`src/rtl/sm83_irq_ctrl_if.sv`:
```
// CPU-side register bus of the SM83 interrupt controller.
// Handshake: p_rd/p_wr are level strobes qualified by adr, with no ready/wait.
// The slave always accepts a strobe in the cycle it is presented. oe marks
// dout valid in the same cycle as p_rd.
interface sm83_irq_ctrl_if;
  logic [15:0] adr;
  logic [7:0]  din;
  logic [7:0]  dout;
  logic        oe;
  logic        p_rd;
  logic        p_wr;

  modport master (
    output adr,
    output din,
    output p_rd,
    output p_wr,
    input  dout,
    input  oe
  );

  modport slave (
    input  adr,
    input  din,
    input  p_rd,
    input  p_wr,
    output dout,
    output oe
  );
endinterface

```
`src/rtl/sm83_irq_ctrl.sv`:
```
// SM83-style interrupt controller: edge-detected IF flags, 8-bit IE mask,
// registered irq outputs, and acks taken on iack rising edges.
module sm83_irq_ctrl #(
  parameter int          NUM_SRC = 5,
  parameter logic [15:0] IF_ADR  = 16'hFF0F,
  parameter logic [15:0] IE_ADR  = 16'hFFFF
) (
  input  logic               clk,
  input  logic               n_reset,
  sm83_irq_ctrl_if.slave     bus,
  input  logic [NUM_SRC-1:0] src,
  output logic [7:0]         irq,
  input  logic [7:0]         iack
);

  logic [NUM_SRC-1:0] if_q;
  logic [NUM_SRC-1:0] if_base;
  logic [NUM_SRC-1:0] if_d;
  logic [NUM_SRC-1:0] src_q;
  logic [NUM_SRC-1:0] src_edge;
  logic [7:0]         ie_q;
  logic [7:0]         ie_d;
  logic [7:0]         iack_q;
  logic [7:0]         ack8;
  logic [7:0]         irq_d;
  logic [7:0]         if_word;
  logic               wr_q;
  logic               wr_stb;
  logic               sel_if;
  logic               sel_ie;
  logic               unused_ack;

  // Address decode and write strobe. A simultaneous read suppresses the write.
  always_comb begin
    sel_if = (bus.adr == IF_ADR);
    sel_ie = (bus.adr == IE_ADR);
    wr_stb = bus.p_wr & ~wr_q & ~bus.p_rd;
  end

  // Rising-edge detectors for requests and acknowledges.
  always_comb begin
    src_edge   = src & ~src_q;
    ack8       = iack & ~iack_q;
    unused_ack = ^ack8;
  end

  // Next flag value. The new edge is ORed in last, so it wins over a clear
  // from an ack or a CPU write in the same cycle.
  always_comb begin
    if_base = if_q;
    if (wr_stb && sel_if) begin
      if_base = bus.din[NUM_SRC-1:0];
    end
    if_d = (if_base & ~ack8[NUM_SRC-1:0]) | src_edge;
  end

  always_comb begin
    ie_d = ie_q;
    if (wr_stb && sel_ie) begin
      ie_d = bus.din;
    end
  end

  // irq is taken from the registered flags, one cycle behind IF/IE.
  always_comb begin
    irq_d                = 8'h00;
    irq_d[NUM_SRC-1:0]   = if_q & ie_q[NUM_SRC-1:0];
  end

  // Edge-detect history. Reset values block spurious events at reset release.
  always_ff @(posedge clk or negedge n_reset) begin
    if (!n_reset) begin
      src_q  <= '1;
      iack_q <= 8'h00;
      wr_q   <= 1'b1;
    end else begin
      src_q  <= src;
      iack_q <= iack;
      wr_q   <= bus.p_wr;
    end
  end

  always_ff @(posedge clk or negedge n_reset) begin
    if (!n_reset) begin
      if_q <= '0;
      ie_q <= 8'h00;
      irq  <= 8'h00;
    end else begin
      if_q <= if_d;
      ie_q <= ie_d;
      irq  <= irq_d;
    end
  end

  // Read path. Unimplemented IF bits read as 1. No write bypass.
  always_comb begin
    if_word              = 8'hFF;
    if_word[NUM_SRC-1:0] = if_q;
  end

  always_comb begin
    bus.oe   = bus.p_rd & (sel_if | sel_ie);
    bus.dout = 8'h00;
    if (sel_if) begin
      bus.dout = if_word;
    end else if (sel_ie) begin
      bus.dout = ie_q;
    end
  end

endmodule

```
`src/flat_wrapper.sv`:
```
// flat-port wrapper written by rule: the top's interface ports become plain ports
module sm83_irq_ctrl_flat 
#(
  parameter int          NUM_SRC = 5,
  parameter logic [15:0] IF_ADR  = 16'hFF0F,
  parameter logic [15:0] IE_ADR  = 16'hFFFF
)
  (clk, n_reset, src, irq, iack, bus_adr, bus_din, bus_p_rd, bus_p_wr, bus_dout, bus_oe);
  sm83_irq_ctrl_if bus_i ();
  input  logic clk;
  input  logic n_reset;
  input  logic [NUM_SRC-1:0] src;
  output logic [7:0] irq;
  input  logic [7:0] iack;
  input wire logic [$bits(bus_i.adr)-1:0] bus_adr;
  input wire logic [$bits(bus_i.din)-1:0] bus_din;
  input wire logic [$bits(bus_i.p_rd)-1:0] bus_p_rd;
  input wire logic [$bits(bus_i.p_wr)-1:0] bus_p_wr;
  output wire logic [$bits(bus_i.dout)-1:0] bus_dout;
  output wire logic [$bits(bus_i.oe)-1:0] bus_oe;
  assign bus_i.adr = bus_adr;
  assign bus_i.din = bus_din;
  assign bus_i.p_rd = bus_p_rd;
  assign bus_i.p_wr = bus_p_wr;
  assign bus_dout = bus_i.dout;
  assign bus_oe = bus_i.oe;
  sm83_irq_ctrl #(.NUM_SRC(NUM_SRC), .IF_ADR(IF_ADR), .IE_ADR(IE_ADR)) u_core (.clk(clk), .n_reset(n_reset), .bus(bus_i), .src(src), .irq(irq), .iack(iack));
endmodule
```
`config.mk`:
```
export PLATFORM = sky130hd
export DESIGN_NAME = sm83_irq_ctrl_flat
export DESIGN_NICKNAME = d
export VERILOG_FILES = /design/src/rtl/sm83_irq_ctrl_if.sv /design/src/rtl/sm83_irq_ctrl.sv /design/src/flat_wrapper.sv
export SDC_FILE = /design/constraint.sdc
export NUM_CORES = 1
export LEC_CHECK = 0
export BUFFER_PORTS_ARGS = -buffer_cell sky130_fd_sc_hd__buf_2
export CORE_MARGIN = 4
export CORE_UTILIZATION = 49
export DETAILED_ROUTE_END_ITERATION = 12
export HOLD_SLACK_MARGIN = 0.15
export PLACE_DENSITY = 0.83
export SLEW_MARGIN = 20
export SYNTH_ARGS = -nofsm -noshare
export SYNTH_HDL_FRONTEND = slang
export SYNTH_SLANG_ARGS = --single-unit
```
`constraint.sdc`:
```
create_clock -name clk -period 2.3 [get_ports clk]
set_input_delay 0.23 -clock clk [delete_from_list [all_inputs] [get_ports clk]]
set_output_delay 0.23 -clock clk [all_outputs]
set_load 0.1 [all_outputs]
```
==> run_results.csv <==
group,metric,value,unit
yosys,synth-seq-cells,29,
global_routing,grt_usage,19.8,%
pwr,leakagePower,0.944,nW
yosys,yosysWarnings,0,
layout,fin_cells,205,
clock_network,cts.clk_slew.worst_paths,0.09,ns
global_routing,overflow,0,
layout,layout_common_cells,"42 x buf_2, 23 x dfrtp_1, 17 x dlygate4sd3_1",
floorplanning,core,0.00245,mm^2
drt,viasPerCell,5.24,
layout,final_nets,215,
layout,drive_gt1_share,45.7,%
clock_network,htreeDepth,2,
place,placement.cell_area,0.00168,mm^2
timing,period_share,89.3,%
floorplanning,initial_core_util,50.8,%
drt,dr.first_iter.drc_count,26,
clock_network,clockBufferDepth,2,
setup_path,worstPathArrival,1.82,ns
yosys,synth_seq_area_share,58.8,%
clock_network,cts_sinks,29,
place,gp_congestion,0.740,
drt,ant_nets,0,
timing,slew_headroom,58.3,%
setup_path,reg2reg_to,"u_core.ie_q[1]",
drt,drc,0,
setup_path,cp_max_fo,4,
place,dpl.hpwl,2280,um
global_routing,antenna_found_initial,0,
yosys,ys_types,22,
place,io_buffer_count,51,
floorplanning,num_rows,18,
layout,layout_commonest_cell,"buf_2",
yosys,syn-cell-area,0.00125,mm^2
layout,diodes,0,
floorplanning,dieArea,0.00342,mm^2
drt,wl,3110,um
drt,dr_total_vias,1075,
clock_network,ctsHoldBuffers,16,
pwr,power_density,565,mW/mm^2
timing,hold_viol_final,0,
drt,wl_per_cell,15.2,um
setup_path,crit_type,"input pin to output pin",
clock_network,insertion_delay,0.31,ns
setup_path,required,2.07,ns
clock_network,root_buffer,"clkbuf_4",
timing,final.min_clock_period,2.05,ns
setup_path,rr_worst_depth,4,
layout,fillers,167,
timing,fmax,0.487,GHz
floorplanning,io_pins,58,
place,placed_cells,180,
global_routing,grt_pass1_wl,5020,um
timing,setup_viol,0,
pwr,max-vdd-ir-drop,0.000572,V
setup_path,rrSetupSlack,0.74,ns
timing,worstMarginPinSlew,0.626,ns
pwr,finalPower,1.09,mW
layout,design_area,0.00193,mm^2
worst_hold_path,hold_path_end,"u_core.ie_q[0]",
floorplanning,dieHeight,58.5,um
yosys,syn_avg_cell_area,12.7,um^2
yosys,netlist_instances,98,
worst_hold_path,hold_depth,2,
timing,fin_skew,0.00709,ns
run_status,status,"complete, no violations",
drt,drt_first_pass_iters,4,
timing,rsz0062_at_grt,"false",
global_routing,grt_max_degree,30,
global_routing,grt_pass1_vias,1170,
timing,drv_slew,0,
clock_network,cts_setup_buffers,0,
layout,areaGrowthSynthToFinish,55.0,%
clock_network,cts_inserted_buffers,5,
clock_network,tritoncts,"done",
worst_hold_path,hp-start,"bus_din[0]",
run,maxCapViolations,0,
setup_path,cp-end-kind,"output pin",
setup_path,cp-start-kind,"input pin",
floorplanning,die_width,58.5,um
timing,setup-tns-final,0,ns
worst_hold_path,min_path_type,"input pin to flop",
clock_network,ctsResizeCount,0,
setup_path,worstReg2RegStart,"u_core.wr_q",
==> sequential cells by signal, indices dropped and copies added, names as in the netlist <==
register	flops
u_core.iack_q	5
u_core.ie_q	8
u_core.irq	5
u_core.src_q	5
u_core.if_q	5
u_core.wr_q	1
==> how the worst max path moves through the flow <==
stage	start	endpoint	slack, ns	cells after the start
after floorplan	bus_adr[4]	bus_dout[0]	0.05	3
after global placement	bus_adr[4]	bus_oe	0.26	5
after detailed placement	bus_adr[4]	bus_oe	0.24	5
after CTS	bus_adr[4]	bus_oe	0.24	5
after global routing	bus_adr[4]	bus_oe	0.10	5
final	bus_adr[4]	bus_oe	0.25	5
==> through the flow <==
stage	utilization, %	hold slack, ns	worst slack [ns]
2_1_floorplan	-	-0.0656	0.0464
3_3_place_gp	68.3	0.267	0.265
3_5_place_dp	68.3	0.279	0.239
4_1_cts	78.3	0.152	0.239
5_1_grt	78.7	0.154	0.101
6_report	78.7	0.165	0.246
==> cell usage after synthesis <==
cell type / number / area, um^2
dfrtp_1: 23 / 576
nand4_1: 9 / 56.3
and2_1: 6 / 37.5
dfstp_2: 6 / 158
mux2_2: 6 / 67.6
nand2_1: 6 / 22.5
a22o_1: 5 / 43.8
a2bb2oi_1: 5 / 43.8
inv_1: 5 / 18.8
nand2b_1: 5 / 31.3
o211ai_1: 5 / 37.5
buf_4: 3 / 22.5
o21a_1: 3 / 22.5
mux2_1: 2 / 22.5
nor4_1: 2 / 12.5
a2111oi_2: 1 / 15.0
buf_2: 1 / 5.00
buf_6: 1 / 11.3
conb_1: 1 / 3.75
nor3b_1: 1 / 7.51
nor4_4: 1 / 21.3
or4_4: 1 / 11.3
==> report_power, final <==
part	internal, mW	total (mW)	switching (mW)	leakage [nW]
registers	0.529	0.536	0.00672	0.350
logic	0.0578	0.124	0.0666	0.549
clock network	0.260	0.431	0.172	0.0455
==> cell families after synthesis <==
group | share of synthesized area, %
multiplexers | 7.22
AND/OR/NAND/NOR | 16.0
flip-flops | 58.8
buffers and inverters | 4.61
AO/OA/AOI/OAI | 13.0
other | 0.301
==> critical path, cell delays in order <==
cell and delay [ns]:
buf_2 0.11, or4_4 0.55, a2111oi_2 0.50, and2_1 0.25
buf_12 0.18
==> area by class of cell <==
class / instances / area, um^2 / share of cell area [%]
repair buffers: 72 / 591 / 30.6
inverters: 5 / 18.8 / 0.971
flip-flops and latches: 29 / 733 / 37.9
well taps: 30 / 37.5 / 1.94
clock buffers: 7 / 55.1 / 2.85
clock inverters: 1 / 30.0 / 1.55
multi-input cells: 61 / 468 / 24.2
==> routing by layer <==
metal	vias up	wire length (um)	GRT usage (%)
met1	513	1190	20.9
met5	-	0	0
met2	45	1670	35.7
li1	509	-	-
met4	0	60	9.60
met3	8	189	5.70
No activity file was read; power rests on OpenSTA's default activity.
